===== src/rtl/pipeline_hazard_ctrl.sv =====
// ----------------------------------------------------------------------------
// pipeline_hazard_ctrl
//
// Hazard and sequencing controller for the 5-stage RV32IM pipeline. Produces
// the stall / bubble / flush controls for the PC, IF/ID, ID/EX and EX/MEM
// registers. It handles three cases:
//   - load-use hazards between the load in EX and the instruction in ID
//   - redirects (taken branch / jump) resolved in EX
//   - the multi-cycle M-extension unit, which it starts and then waits on
// While the M unit works, the front end is frozen. A watchdog forces release
// if the unit never answers.
//
// Ports
//   clk, rst_n            clock; synchronous active-low reset
//   id_rs1_addr_i/rs2     source registers of the instruction in ID
//   id_uses_rs1_i/rs2     the ID instruction actually reads that source
//   ex_mem_read_i         the instruction in EX is a load
//   ex_rd_addr_i          destination register of the instruction in EX
//   ex_muldiv_i           the instruction in EX is a multi-cycle M op
//   ex_redirect_i         branch taken or jump resolved in EX
//   muldiv_done_i         M unit result valid (one-cycle pulse)
//   muldiv_start_o        M unit start pulse
//   pc_stall_o            hold PC
//   if_id_stall_o         hold IF/ID
//   if_id_flush_o         clear IF/ID to NOP
//   id_ex_stall_o         hold ID/EX
//   id_ex_bubble_o        load NOP controls into ID/EX
//   id_ex_flush_o         clear ID/EX on redirect
//   ex_mem_bubble_o       load NOP controls into EX/MEM
//   md_timeout_o          sticky watchdog error
//   stall_cnt_o           saturating count of cycles with pc_stall_o=1
// ----------------------------------------------------------------------------
module pipeline_hazard_ctrl #(
  parameter int unsigned MD_TIMEOUT = 64,
  parameter int unsigned PERF_W     = 16
) (
  input  logic              clk,
  input  logic              rst_n,
  input  logic [4:0]        id_rs1_addr_i,
  input  logic [4:0]        id_rs2_addr_i,
  input  logic              id_uses_rs1_i,
  input  logic              id_uses_rs2_i,
  input  logic              ex_mem_read_i,
  input  logic [4:0]        ex_rd_addr_i,
  input  logic              ex_muldiv_i,
  input  logic              ex_redirect_i,
  input  logic              muldiv_done_i,
  output logic              muldiv_start_o,
  output logic              pc_stall_o,
  output logic              if_id_stall_o,
  output logic              if_id_flush_o,
  output logic              id_ex_stall_o,
  output logic              id_ex_bubble_o,
  output logic              id_ex_flush_o,
  output logic              ex_mem_bubble_o,
  output logic              md_timeout_o,
  output logic [PERF_W-1:0] stall_cnt_o
);

  typedef enum logic {
    ST_RUN     = 1'b0,
    ST_MD_WAIT = 1'b1
  } state_e;

  // Last watchdog value tolerated before the forced release.
  localparam logic [7:0] WD_LAST = 8'(MD_TIMEOUT - 1);

  state_e              state_q, state_d;
  logic [7:0]          wd_cnt_q, wd_cnt_d;
  logic                md_timeout_q, md_timeout_d;
  logic [PERF_W-1:0]   stall_cnt_q, stall_cnt_d;

  logic                load_use;
  logic                wd_expired;
  logic                md_release;

  // Ungated control decisions; the reset gate is applied at the ports.
  logic                start_raw;
  logic                pc_stall_raw;
  logic                if_id_stall_raw;
  logic                if_id_flush_raw;
  logic                id_ex_stall_raw;
  logic                id_ex_bubble_raw;
  logic                id_ex_flush_raw;
  logic                ex_mem_bubble_raw;

  // x0 is hardwired to zero, so a load targeting it never creates a hazard.
  assign load_use = ex_mem_read_i && (ex_rd_addr_i != 5'd0) &&
                    ((id_uses_rs1_i && (id_rs1_addr_i == ex_rd_addr_i)) ||
                     (id_uses_rs2_i && (id_rs2_addr_i == ex_rd_addr_i)));

  assign wd_expired = (wd_cnt_q == WD_LAST);

  // A done pulse or an expired watchdog both end the wait the same way.
  assign md_release = muldiv_done_i || wd_expired;

  // State register
  always_ff @(posedge clk) begin
    if (!rst_n) begin
      state_q      <= ST_RUN;
      wd_cnt_q     <= 8'd0;
      md_timeout_q <= 1'b0;
      stall_cnt_q  <= '0;
    end else begin
      state_q      <= state_d;
      wd_cnt_q     <= wd_cnt_d;
      md_timeout_q <= md_timeout_d;
      stall_cnt_q  <= stall_cnt_d;
    end
  end

  // Next-state logic
  always_comb begin
    state_d      = state_q;
    wd_cnt_d     = wd_cnt_q;
    md_timeout_d = md_timeout_q;
    unique case (state_q)
      ST_RUN: begin
        // Redirect outranks a start: the M op in EX is being squashed.
        if (!ex_redirect_i && ex_muldiv_i) begin
          state_d  = ST_MD_WAIT;
          wd_cnt_d = 8'd0;
        end
      end
      ST_MD_WAIT: begin
        wd_cnt_d = wd_cnt_q + 8'd1;
        if (md_release) begin
          state_d = ST_RUN;
          // A done arriving on the last allowed cycle is a normal completion.
          if (!muldiv_done_i) begin
            md_timeout_d = 1'b1;
          end
        end
      end
      default: begin
        state_d = ST_RUN;
      end
    endcase
  end

  // Output logic
  always_comb begin
    start_raw         = 1'b0;
    pc_stall_raw      = 1'b0;
    if_id_stall_raw   = 1'b0;
    if_id_flush_raw   = 1'b0;
    id_ex_stall_raw   = 1'b0;
    id_ex_bubble_raw  = 1'b0;
    id_ex_flush_raw   = 1'b0;
    ex_mem_bubble_raw = 1'b0;
    unique case (state_q)
      ST_RUN: begin
        if (ex_redirect_i) begin
          // Wrong-path instructions in IF/ID and ID/EX are discarded; any
          // load-use stall they would have caused is moot.
          if_id_flush_raw = 1'b1;
          id_ex_flush_raw = 1'b1;
        end else if (ex_muldiv_i) begin
          start_raw         = 1'b1;
          pc_stall_raw      = 1'b1;
          if_id_stall_raw   = 1'b1;
          id_ex_stall_raw   = 1'b1;
          ex_mem_bubble_raw = 1'b1;
        end else if (load_use) begin
          // One bubble suffices: next cycle the load sits in MEM.
          pc_stall_raw     = 1'b1;
          if_id_stall_raw  = 1'b1;
          id_ex_bubble_raw = 1'b1;
        end
      end
      ST_MD_WAIT: begin
        // On release everything drops so the result lands in EX/MEM and
        // ID/EX advances in the same cycle.
        if (!md_release) begin
          pc_stall_raw      = 1'b1;
          if_id_stall_raw   = 1'b1;
          id_ex_stall_raw   = 1'b1;
          ex_mem_bubble_raw = 1'b1;
        end
      end
      default: begin
      end
    endcase
  end

  // Performance counter: saturates instead of wrapping.
  always_comb begin
    stall_cnt_d = stall_cnt_q;
    if (pc_stall_o && (stall_cnt_q != {PERF_W{1'b1}})) begin
      stall_cnt_d = stall_cnt_q + PERF_W'(1);
    end
  end

  // Everything reads as zero while reset is held, including mid-wait.
  assign muldiv_start_o  = rst_n && start_raw;
  assign pc_stall_o      = rst_n && pc_stall_raw;
  assign if_id_stall_o   = rst_n && if_id_stall_raw;
  assign if_id_flush_o   = rst_n && if_id_flush_raw;
  assign id_ex_stall_o   = rst_n && id_ex_stall_raw;
  assign id_ex_bubble_o  = rst_n && id_ex_bubble_raw;
  assign id_ex_flush_o   = rst_n && id_ex_flush_raw;
  assign ex_mem_bubble_o = rst_n && ex_mem_bubble_raw;
  assign md_timeout_o    = rst_n && md_timeout_q;
  assign stall_cnt_o     = rst_n ? stall_cnt_q : '0;

endmodule

===== config.mk =====
export PLATFORM = sky130hd
export DESIGN_NAME = pipeline_hazard_ctrl
export DESIGN_NICKNAME = d
export VERILOG_FILES = /design/src/rtl/pipeline_hazard_ctrl.sv
export SDC_FILE = /design/constraint.sdc
export NUM_CORES = 1
export LEC_CHECK = 0
export CORE_MARGIN = 1.5
export CORE_UTILIZATION = 60
export DETAILED_ROUTE_END_ITERATION = 8
export DONT_BUFFER_PORTS = 1
export PLACE_DENSITY = 0.76
export SETUP_SLACK_MARGIN = 0.02
export SYNTH_ARGS = -nofsm -noshare
export SYNTH_HDL_FRONTEND = slang
export SYNTH_SLANG_ARGS = --single-unit

===== constraint.sdc =====
create_clock -name clk -period 3.2 [get_ports clk]
set_input_delay 0.64 -clock clk [delete_from_list [all_inputs] [get_ports clk]]
set_output_delay 0.64 -clock clk [all_outputs]
set_load 0.05 [all_outputs]

Yosys cells after proc, flatten, opt, wreduce, memory -nomap -nowiden. Cells that the tools add are included.

Add/sub/neg operators: 2. Multiply operators: 0. Div/mod/pow operators: 0. Magnitude comparators: 0. Eq/ne operators: 5. Shift-type cells: 0. Multiplexer cells: 19. Bitwise logic cells: 2. Reduce and logical (&&, ||, !) cells: 17.

Operators by type and width (number): adder 16 x 1 -> 16 bit, second input constant (1); two-way mux 16 bit (1); != test 16 bit, second input constant (1); case mux 8 bit (2 select lines) (1); two-way mux 1 bit (13); logical AND 1 bit (12); equality test 5 bit (2); adder 8 x 1 -> 8 bit, second input constant (1); equality test 8 x 6 -> 1 bit, second input constant (1); two-way mux 8 bit (1); case mux 1 bit (2 select lines) (3); nonzero test 5 bit (1); AND reduction 3 bit (1); logical OR 1 bit (2); != test 2 bit, second input constant (1); inverter 1 bit (2); logical NOT 1 bit (1).

Register bits after elaboration: 26. Bits in latches: 0. Bits in writable memories: 0. ROM bits: 0. Input bits: 23. Output and inout port bits: 25. Memories: 0.

Logic depth before layout (Yosys ltp). Gate-level depths: netlist (run 1).

Depth in word-level cells: 10. Mapped depth: 8.

Worst setup path before layout (run 1). OpenSTA, ideal clock, no wires.

Path kind: in2out. From: input ex_rd_addr_i[1]. To: output pc_stall_o. Arrival: 2.541 ns. Slack: 0.019 ns. Stages on the path: 8. Path through: xnor2_1 > nand4_1 > o22ai_1 > a21boi_4 > buf_6 > buf_6 > nor2_1 > buf_4.

Longest elaborated chain between the ends: 9. Elaborated cells on any way between the ends: 13.

Ends and longest elaborated chain: from (decl) (line 44) `input logic [4:0] ex_rd_addr_i,`; equality test 5 bit (on tied branches) (line 89, 90); logical AND 1 bit (on tied branches) (line 89, 90); logical OR 1 bit (line 89) `((id_uses_rs1_i && (id_rs1_addr_i == ex_rd_addr_i)) ||`; logical AND 1 bit * (line 88) `assign load_use = ex_mem_read_i && (ex_rd_addr_i != 5'd0) &&`; two-way mux 1 bit * (3 in series); case mux 1 bit (2 select lines) *; logical AND 1 bit *; to (decl) (line 49) `output logic pc_stall_o,`.

Mark *: on every way between the ends. The rest lies on a longest branch, timed or not.

Worst setup path after layout (run 1).
From: register wd_cnt_q[0]. To: output if_id_stall_o.

Longest elaborated chain between the ends: 5.

Ends and longest elaborated chain: from (decl) (line 69) `logic [7:0] wd_cnt_q, wd_cnt_d;`; from (signal assigned) (line 106) `wd_cnt_q <= wd_cnt_d;`; equality test 8 x 6 -> 1 bit (line 92) `assign wd_expired = (wd_cnt_q == WD_LAST);`; logical OR 1 bit (line 95) `assign md_release = muldiv_done_i || wd_expired;`; two-way mux 1 bit (line 174) `if (!md_release) begin`; case mux 1 bit (2 select lines) (line 151) `unique case (state_q)`; logical AND 1 bit (line 197) `assign if_id_stall_o = rst_n && if_id_stall_raw;`; to (decl) (line 50) `output logic if_id_stall_o,`.

No other way between the ends.

==> results of run 1 <==
==> cell usage after synthesis (2+ instances only) <==
| cell | count |
|---|---|
| xor2_1 | 2 |
| o21ai_0 | 2 |
| o31ai_1 | 6 |
| and3_1 | 2 |
| nand4_1 | 6 |
| nand2_1 | 16 |
| a21oi_1 | 11 |
| xnor2_1 | 13 |
| dfxtp_1 | 26 |
| or4_1 | 5 |
| or3_1 | 3 |
| nor2_1 | 20 |
| clkbuf_1 | 3 |
| mux2_1 | 5 |
| nand3_1 | 8 |
| nor4_1 | 4 |
| mux2i_1 | 2 |
| buf_4 | 3 |
| inv_1 | 5 |
| nor3_1 | 5 |
| ha_1 | 2 |
| a21o_1 | 2 |
| buf_6 | 4 |
| and2_1 | 17 |
==> per-stage QoR <==
step	setup slack [ns]	cells	cell area [sq um]
global route	0.305	221	1650
global placement	0.728	217	1600
finish	0.429	221	1650
detailed placement	0.717	217	1600
CTS	0.419	221	1650
floorplan	0.213	192	1590
==> final cells by class <==
class / instances / area share (%)
multi-input cells: 149 / 58.9
clock buffers: 3 / 1.36
well taps: 30 / 2.27
inverters: 6 / 1.36
clock inverters: 1 / 1.82
flip-flops and latches: 26 / 31.5
repair buffers: 6 / 2.73
==> kinds of logic (layout without fill, tap and decap cells) <==
| family | Yosys count | after routing | share of synthesized area (%) |
|---|---|---|---|
| buffers and inverters | 17 | 16 | 6.70 |
| AND/OR/NAND/NOR | 95 | 95 | 32.5 |
| multiplexers | 8 | 8 | 5.52 |
| XOR/XNOR | 15 | 15 | 8.27 |
| flip-flops | 26 | 26 | 32.8 |
| AO/OA/AOI/OAI | 29 | 29 | 12.6 |
| adder cells (fa/ha/maj) | 2 | 2 | 1.58 |
==> state kept, by name (all words and copies together) (netlist names) <==
signal	flops
stall_cnt_q	16
state_q	1
md_timeout_q	1
wd_cnt_q	8
==> path summary, 6_finish.rpt <==
kind                                  end  cells past startpoint  slack (ns)
min reg2reg   stall_cnt_q[6]$_SDFFE_PN0P_                      1        0.48
max                         if_id_stall_o                      6        0.43
max reg2reg  stall_cnt_q[14]$_SDFFE_PN0P_                      7        0.79
min           stall_cnt_q[4]$_SDFFE_PN0P_                      2        0.46
==> critical path, cell delays in order (launching register included) <==
cell	delay, ns
dfxtp_1	0.37
ha_1	0.22
nand4_2	0.12
nor2_2	0.07
a221o_1	0.52
nor2_2	0.20
buf_4	0.30
==> metal layers <==
layer,up-vias,track usage (%)
met2,37,45.4
met4,0,8.33
li1,680,-
met1,664,28.3
met5,-,0
met3,3,2.46
==> power by group through the flow <==
| stage | sequential, mW | combinational, mW | clock [mW] |
|---|---|---|---|
| 5_1_grt | 0.333 | 0.0958 | 0.243 |
| 2_1_floorplan | 0.337 | 0.0867 | 0 |
| 6_report | 0.332 | 0.0879 | 0.232 |
| 3_5_place_dp | 0.339 | 0.0878 | 0 |
| 4_1_cts | 0.332 | 0.0883 | 0.234 |
| 3_3_place_gp | 0.339 | 0.0849 | 0 |
==> metrics.yaml, run 1 <==
status:
  outcome: "finished, final reports clean"
cells_and_area:
  area_growth_pct: 4.02
  antennaDiodeCount: 0
  multi_input_area_sq_um: 973
  layout_commonest_cell: "dfxtp_1"
  nets: 217
  drive_gt1_share_pct: 10.5
  n_fill_cell: 212
  final_core_util_pct: 66.1
  seq_area_sq_um: 520
  layout_common_cells: "dfxtp_1, and2_1, nor2_1, nand2_1, xnor2_1"
logic_synthesis:
  yosys_warnings: 0
  synth_cell_types: 44
  synth_top_area_share_pct: 32.8
  syn_avg_cell_area_sq_um: 8.27
  synthFlopType: "dfxtp_1"
  synth_cells: 192
  synth_seq_cells: 26
  yosysTopAreaCell: "dfxtp_1"
  async_reset_ff_share_pct: 0
  syn_area_sq_um: 1590
  synthTopCellsByArea: "dfxtp_1, xnor2_1, and2_1"
  ys_seq_area_share_pct: 32.8
  syn-num-nets: 217
  synth_edf_count: 0
clocking:
  cts_resized: 0
  cts_made_buffers: 3
  cts_root_buf: "clkbuf_4"
  post_cts_buffers: 0
  clkSinkCount: 26
  htree_num_levels: 1
  cts.path.max_buffers: 2
  cts_hold_buf: 0
  clk_latency_ns: 0.34
  clk_pin_slew_ns: 0.15
  cts_tree: "yes"
worst_setup_path:
  critPathMaxFanout: 15
  setup.worst_path.start: "wd_cnt_q[0]$_SDFFE_PN0P_"
  crit_type: "flop to output pin"
  cp-end-kind: "output pin"
  critPathLaunchType: "flop"
  crit-reg2reg-launch: "wd_cnt_q[0]$_SDFFE_PN0P_"
  worstPathArrival_ns: 2.13
  required_ns: 2.56
timing:
  finalCritPeriodShare_pct: 86.6
  fmax_mhz: 361
  timing.final.hold_violations: 0
  skew_ns: 0.0101
  hold_ws_ns: 0.457
  slew_violations: 0
  rsz0062_at_grt: "no"
  tightestPinTransition_ns: 0.828
  setup_viol: 0
  max_slew_margin_pct: 44.6
  fin_setup_tns_ns: 0
  period_needed_ns: 2.77
floorplanning:
  die_h_um: 54.4
  row_count: 18
  die_w_um: 54.4
  core_area_sq_um: 2500
  io_pins: 48
  start_util_pct: 63.5
  die_area_sq_um: 2960
grt:
  antenna_found_initial: 0
  grt_overflow: 0
  grt_max_degree: 25
  grt_pass1_vias: 1246
  grt_pass1_wl_mm: 5.22
  grt_use_total_pct: 24.2
drt:
  drc: 0
  dr.pass1.iters: 5
  wl_met2_mm: 1.83
  wl_met1_mm: 1.44
  vias: 1384
  top_layer_used: "met4"
  vias_per_cell: 6.26
  wirelength_mm: 3.41
  drtIter0Drc: 28
  route.met3.wl_um: 119
  ant_nets: 0
  wl_per_cell_um: 15.4
placed_design:
  hpwl_mm: 2.46
  numPortBuffers: 0
  finalWeightedCongestion: 0.871
power_and_ir_drop:
  power.total_uw: 652
  leakage_nw: 0.589
  p_sw_share_pct: 26.0
  p_clk_share_pct: 35.6
  p_int_uw: 482
  combPwrFrac_pct: 13.5
  p_sw_uw: 170
  ir_worst_vdd_mv: 0.279
  p_seq_share_pct: 50.9
  power.density_nw_per_um2: 395
job:
  drv_cap: 0
hold_path:
  min_from: "rst_n"
  hold_class: "input port to flop"
Power figures use the tool's default switching activity.
==> run 2: changes to the inputs <==
==> constraint.sdc (replaced) <==
create_clock -name clk -period 3.2 [get_ports clk]
set_input_delay 0.48 -clock clk [delete_from_list [all_inputs] [get_ports clk]]
set_output_delay 0.48 -clock clk [all_outputs]
set_load 0.05 [all_outputs]
==> metrics.yaml, run 2 (synthesis results as in run 1) <==
power_and_ir_drop:
  power.density_nw_per_um2: 392  # was 395 nW/um^2
  ir_worst_vdd_mv: 0.235  # was 0.279 mV
  power.total_uw: 648  # was 652 uW
  leakage_nw: 0.589  # unchanged
drt:
  drtIter0Drc: 31  # was 28
  ant_nets: 0  # unchanged
  dr.pass1.iters: 4  # was 5
  wirelength_mm: 3.10  # was 3.41 mm
  vias_per_cell: 6.00  # was 6.26
  vias: 1327  # was 1384
  drc: 0  # unchanged
  wl_per_cell_um: 14.0  # was 15.4 um
hold_path:
  whs_endpoint: "stall_cnt_q[6]$_SDFFE_PN0P_"  # was stall_cnt_q[4]$_SDFFE_PN0P_
  hold_class: "input port to flop"  # unchanged
  min_path_cells: 2  # unchanged
  min_from: "rst_n"  # unchanged
cells_and_area:
  regMostFlops: "stall_cnt_q"  # unchanged
  antennaDiodeCount: 0  # unchanged
  largest_reg_flops: 16  # unchanged
  n_fill_cell: 214  # was 212
  largestRegisters: "stall_cnt_q x16, wd_cnt_q x8"  # unchanged
  nets: 217  # unchanged
  area_growth_pct: 4.02  # unchanged
  layout_common_cells: "dfxtp_1, and2_1, nor2_1, nand2_1, xnor2_1"  # unchanged
  layout_commonest_cell: "dfxtp_1"  # unchanged
  drive_gt1_share_pct: 10.5  # unchanged
worst_setup_path:
  path_common_cell: "nor2_2"  # unchanged
  rrSetupSlack_ns: 0.85  # was 0.79 ns
  crit-reg2reg-launch: "wd_cnt_q[0]$_SDFFE_PN0P_"  # unchanged
  path_cells: "ha_1, nand4_2, nor2_2, a221o_1, nor2_2, buf_4"  # unchanged
  crit_family: "compound AO/OA/AOI/OAI gates"  # unchanged
  slowest_delay_ns: 0.52  # about the same
  worstPathArrival_ns: 2.13  # about the same
  critPathLaunchType: "flop"  # unchanged
  crit_type: "flop to output pin"  # unchanged
  r2r_cells: 7  # unchanged
  critPathMaxFanout: 15  # unchanged
  required_ns: 2.72  # was 2.56 ns
  path_buf_inv: 1  # unchanged
  cp-end-kind: "output pin"  # unchanged
  critPathSlowestCell: "a221o_1"  # unchanged
  reg2reg_to: "stall_cnt_q[14]$_SDFFE_PN0P_"  # unchanged
timing:
  tightestPinTransition_ns: 0.830  # was 0.828 ns
  rsz0062_at_grt: "no"  # unchanged
  fmax_mhz: 383  # was 361 MHz
  max_slew_margin_pct: 44.4  # was 44.6%
  period_needed_ns: 2.61  # was 2.77 ns
  finalCritPeriodShare_pct: 81.6  # was 86.6%
  fin_setup_tns_ns: 0  # unchanged
  slew_violations: 0  # unchanged
  timing.final.hold_violations: 0  # unchanged
  setup_viol: 0  # unchanged
  skew_ns: 0.00885  # was 0.0101 ns
floorplanning:
  die_h_um: 54.4  # unchanged
  start_util_pct: 63.5  # unchanged
  die_w_um: 54.4  # unchanged
  die_area_sq_um: 2960  # unchanged
  io_pins: 48  # unchanged
  row_count: 18  # unchanged
  core_area_sq_um: 2500  # unchanged
grt:
  grt_overflow: 0  # unchanged
  grt_max_degree: 25  # unchanged
  met2_usage_pct: 42.4  # was 45.4%
  antenna_found_initial: 0  # unchanged
  grt_pass1_vias: 1204  # was 1246
  grt_use_total_pct: 22.5  # was 24.2%
  met1_usage_pct: 26.5  # was 28.3%
  grt-busiest-layer: "met2"  # unchanged
  grtUsageMet3_pct: 3.28  # was 2.46%
  grt_pass1_wl_mm: 5.00  # was 5.22 mm
clocking:
  cts_hold_buf: 0  # unchanged
  cts_tree: "yes"  # unchanged
  clkSinkCount: 26  # unchanged
  cts_root_buf: "clkbuf_4"  # unchanged
  cts_made_buffers: 3  # unchanged
  post_cts_buffers: 0  # unchanged
  clk_latency_ns: 0.33  # was 0.34 ns
  cts.path.max_buffers: 2  # unchanged
  htree_num_levels: 1  # unchanged
  clk_pin_slew_ns: 0.15  # about the same
  cts_resized: 0  # unchanged
job:
  drv_cap: 0  # unchanged
placed_design:
  hpwl_mm: 2.32  # was 2.46 mm
  numPortBuffers: 0  # unchanged
  finalWeightedCongestion: 0.804  # was 0.871
status:
  outcome: "finished, final reports clean"  # unchanged
## run 2: cell counts in the layout (fill, tap and decap cells not counted)
No cell type changed its count.
## run 2: final cells by class
class / instances / area [sq um] / share of cell area, %
tap: 30 / 37.5 / 2.27
timing repair buffer: 6 / 45.0 / 2.73
sequential: 26 / 520 / 31.5
inverter: 6 / 22.5 / 1.36
clock inverter: 1 / 30.0 / 1.82
multi-input combinational: 149 / 973 / 58.9
clock buffer: 3 / 22.5 / 1.36
## run 2: worst max path at each step
stage,from,end,slack [ns],cells past startpoint
floorplan,ex_rd_addr_i[1],pc_stall_o,0.34,8
global placement,wd_cnt_q[0]$_SDFFE_PN0P_,stall_cnt_q[14]$_SDFFE_PN0P_,0.94,7
detailed placement,wd_cnt_q[0]$_SDFFE_PN0P_,stall_cnt_q[14]$_SDFFE_PN0P_,0.88,7
CTS,wd_cnt_q[0]$_SDFFE_PN0P_,pc_stall_o,0.61,6
global route,wd_cnt_q[0]$_SDFFE_PN0P_,if_id_stall_o,0.49,6
finish,wd_cnt_q[0]$_SDFFE_PN0P_,pc_stall_o,0.59,6
## run 2: power by group
| group | switching [mW] | leakage [nW] | total (mW) | internal (mW) |
|---|---|---|---|---|
| clock network | 0.102 | 0.0279 | 0.229 | 0.127 |
| registers | 0.00457 | 0.210 | 0.332 | 0.327 |
| logic | 0.0590 | 0.352 | 0.0870 | 0.0280 |
| total | 0.165 | 0.589 | 0.648 | 0.482 |
## run 2: per-stage QoR
stage	utilization [%]	worst slack [ns]	area, sq um	hold WS, ns	std cells
3_3_place_gp	64.0	0.942	1600	0.448	217
5_1_grt	66.1	0.488	1650	0.295	221
4_1_cts	66.1	0.609	1650	0.292	221
6_report	66.1	0.590	1650	0.303	221
2_1_floorplan	-	0.339	1590	0.428	192
3_5_place_dp	64.0	0.877	1600	0.454	217
## run 2: routing by layer
| layer | vias up | wire length, um |
|---|---|---|
| li1 | 673 | - |
| met2 | 35 | 1570 |
| met1 | 617 | 1350 |
| met4 | 0 | 27 |
| met5 | - | 0 |
| met3 | 2 | 158 |
==> run 3: changes to the inputs <==
CORE_UTILIZATION = 56   (was 60)
PLACE_DENSITY = 0.74   (was 0.76)
clock period = 2.3 ns   (was 3.2 ns; I/O delays follow)
==> metrics.yaml, run 3 (synthesis results as in run 1) <==
status:
  outcome: "finished, final reports clean"  # unchanged
timing:
  fmax_mhz: 449
  timing.final.hold_violations: 0  # unchanged
  fin_setup_tns_ns: 0  # unchanged
  period_needed_ns: 2.23
  hold_ws_ns: 0.167  # was 0.303 ns
  post-route-worst-setup-slack_ns: 0.0737  # was 0.590 ns
  setup_viol: 0  # unchanged
  max_slew_margin_pct: 65.0  # was 44.4%
  tightestPinTransition_ns: 0.525  # was 0.830 ns
  rsz0062_at_grt: "yes"  # was no
  finalCritPeriodShare_pct: 96.8
  slew_violations: 0  # unchanged
  skew_ns: 0.00905  # was 0.00885 ns
clocking:
  htree_num_levels: 1  # unchanged
  cts_tree: "yes"  # unchanged
  cts.path.max_buffers: 2  # unchanged
  cts_root_buf: "clkbuf_4"  # unchanged
  cts_made_buffers: 3  # unchanged
  clk_pin_slew_ns: 0.14  # was 0.15 ns
  clkSinkCount: 26  # unchanged
  cts_hold_buf: 0  # unchanged
  clk_latency_ns: 0.33  # about the same
cells_and_area:
  area_growth_pct: 12.5  # was 4.02%
  layout_common_cells: "dfxtp_1, and2_1, nor2_1, nand2_1, buf_4"  # was dfxtp_1, and2_1, nor2_1, nand2_1, xnor2_1
  layout_commonest_cell: "dfxtp_1"  # unchanged
  largestRegisters: "stall_cnt_q x16, wd_cnt_q x8"  # unchanged
  drive_gt1_share_pct: 18.7  # was 10.5%
  final_cell_area_sq_um: 1790  # was 1650 sq um
  largest_reg_flops: 16  # unchanged
  nets: 229  # was 217
  final_core_util_pct: 65.4  # was 66.1%
  final_cells: 234  # was 221
  antennaDiodeCount: 0  # unchanged
  n_fill_cell: 235  # was 214
  regMostFlops: "stall_cnt_q"  # unchanged
worst_setup_path:
  required_ns: 1.96  # was 2.72 ns
  crit_family: "compound AO/OA/AOI/OAI gates"  # unchanged
  worstPathArrival_ns: 1.88  # was 2.13 ns
  r2r_cells: 9  # was 7
  setup.worst_path.start: "wd_cnt_q[0]$_SDFFE_PN0P_"  # unchanged
  crit_type: "flop to output pin"  # unchanged
  crit-reg2reg-launch: "wd_cnt_q[0]$_SDFFE_PN0P_"  # unchanged
  cp_num_cells: 7  # was 6
  path_buf_inv: 2  # was 1
  critPathMaxFanout: 4  # was 15
  endpoint: "id_ex_stall_o"  # was pc_stall_o
  cp-end-kind: "output pin"  # unchanged
  slowest_delay_ns: 0.36  # was 0.52 ns
  path_cells: "ha_2, nand4_2, nor2_2, a221o_1, buf_4, nor2_4, buf_6"  # was ha_1, nand4_2, nor2_2, a221o_1, nor2_2, buf_4
  rrSetupSlack_ns: 0.14  # was 0.85 ns
  reg2reg_to: "stall_cnt_q[1]$_SDFFE_PN0P_"  # was stall_cnt_q[14]$_SDFFE_PN0P_
  critPathSlowestCell: "a221o_1"  # unchanged
  critPathLaunchType: "flop"  # unchanged
drt:
  vias_per_cell: 6.12  # was 6.00
  wirelength_mm: 3.51  # was 3.10 mm
  drtIter0Drc: 53  # was 31
  dr.pass1.iters: 5  # was 4
  ant_nets: 0  # unchanged
  wl_per_cell_um: 15.0  # was 14.0 um
  vias: 1431  # was 1327
  drc: 0  # unchanged
grt:
  grt_pass1_vias: 1406  # was 1204
  grt_pass1_wl_mm: 5.92  # was 5.00 mm
  met2_usage_pct: 42.4  # about the same
  antenna_found_initial: 0  # unchanged
  grt_overflow: 0  # unchanged
  met1_usage_pct: 25.6  # was 26.5%
  grtUsageMet3_pct: 6.05  # was 3.28%
  grt_use_total_pct: 23.7  # was 22.5%
  grt_max_degree: 21  # was 25
  grt-busiest-layer: "met2"  # unchanged
floorplanning:
  core_area_sq_um: 2730  # was 2500 sq um
  io_pins: 48  # unchanged
  die_h_um: 56.2  # was 54.4 um
  die_w_um: 56.2  # was 54.4 um
  row_count: 19  # was 18
  die_area_sq_um: 3160  # was 2960 sq um
  start_util_pct: 58.1  # was 63.5%
job:
  drv_cap: 0  # unchanged
placed_design:
  finalWeightedCongestion: 0.847  # was 0.804
  hpwl_mm: 2.55  # was 2.32 mm
  numPortBuffers: 0  # unchanged
  place_ws_ns: 0.167  # was 0.877 ns
  post_dp_cell_area_sq_um: 1660  # was 1600 sq um
  dpl.cell_count: 224  # was 217
power_and_ir_drop:
  ir_worst_vdd_mv: 0.414  # was 0.235 mV
  power.total_uw: 852  # was 648 uW
  power.density_nw_per_um2: 477  # was 392 nW/um^2
  leakage_nw: 0.648  # was 0.589 nW
hold_path:
  hold_class: "input port to flop"  # unchanged
[run 3: power breakdown]
group	total [mW]	internal [mW]	switching, mW
logic	0.158	0.0634	0.0945
clock network	0.234	0.0971	0.137
registers	0.460	0.456	0.00444
[run 3: timing repair]
action | CTS | global route
endpoints found under the setup margin | 2 | 8
setup buffers | 1 | 5
gates resized for setup | 6 | 5
pin swaps | 1 | 3
hold endpoints to repair | 0 | 0
[run 3: worst min-delay path by stage]
stage | startpoint | endpoint | slack [ns] | cells past startpoint
2_1_floorplan | md_timeout_q$_SDFFE_PN0P_ | md_timeout_q$_SDFFE_PN0P_ | 0.43 | 2
3_3_place_gp | stall_cnt_q[6]$_SDFFE_PN0P_ | stall_cnt_q[6]$_SDFFE_PN0P_ | 0.44 | 1
3_5_place_dp | stall_cnt_q[6]$_SDFFE_PN0P_ | stall_cnt_q[6]$_SDFFE_PN0P_ | 0.47 | 1
4_1_cts | rst_n | stall_cnt_q[4]$_SDFFE_PN0P_ | 0.16 | 2
5_1_grt | rst_n | stall_cnt_q[6]$_SDFFE_PN0P_ | 0.18 | 2
6_report | rst_n | stall_cnt_q[4]$_SDFFE_PN0P_ | 0.17 | 2
[run 3: worst reg2reg max path: stages, from the launching register on]
cell and delay (ns):
dfxtp_2 0.35, ha_2 0.20, nand4_2 0.10, nor2_2 0.07, a221o_1 0.36, buf_4 0.17, a21o_4 0.21, buf_4 0.16
or3b_1 0.36, a21oi_1 0.12
[run 3: area by class of cell]
cell class                      instances  area [sq um]  share of cell area (%)
Clock buffer                            4          36.3                    2.03
Timing Repair Buffer                   18           163                    9.10
Multi-Input combinational cell        149          1000                    56.2
Inverter                                6          22.5                    1.26
Sequential cell                        26           523                    29.3
Tap cell                               31          38.8                    2.17
[run 3: metal layers]
metal  share of wire [%]  wire (um)  vias to the layer above
met5                   0          0                        -
met4                 1.3         47                        0
met3                 3.6        127                        5
met2                  54       1890                       38
met1                  41       1440                      686
li1                    -          -                      702
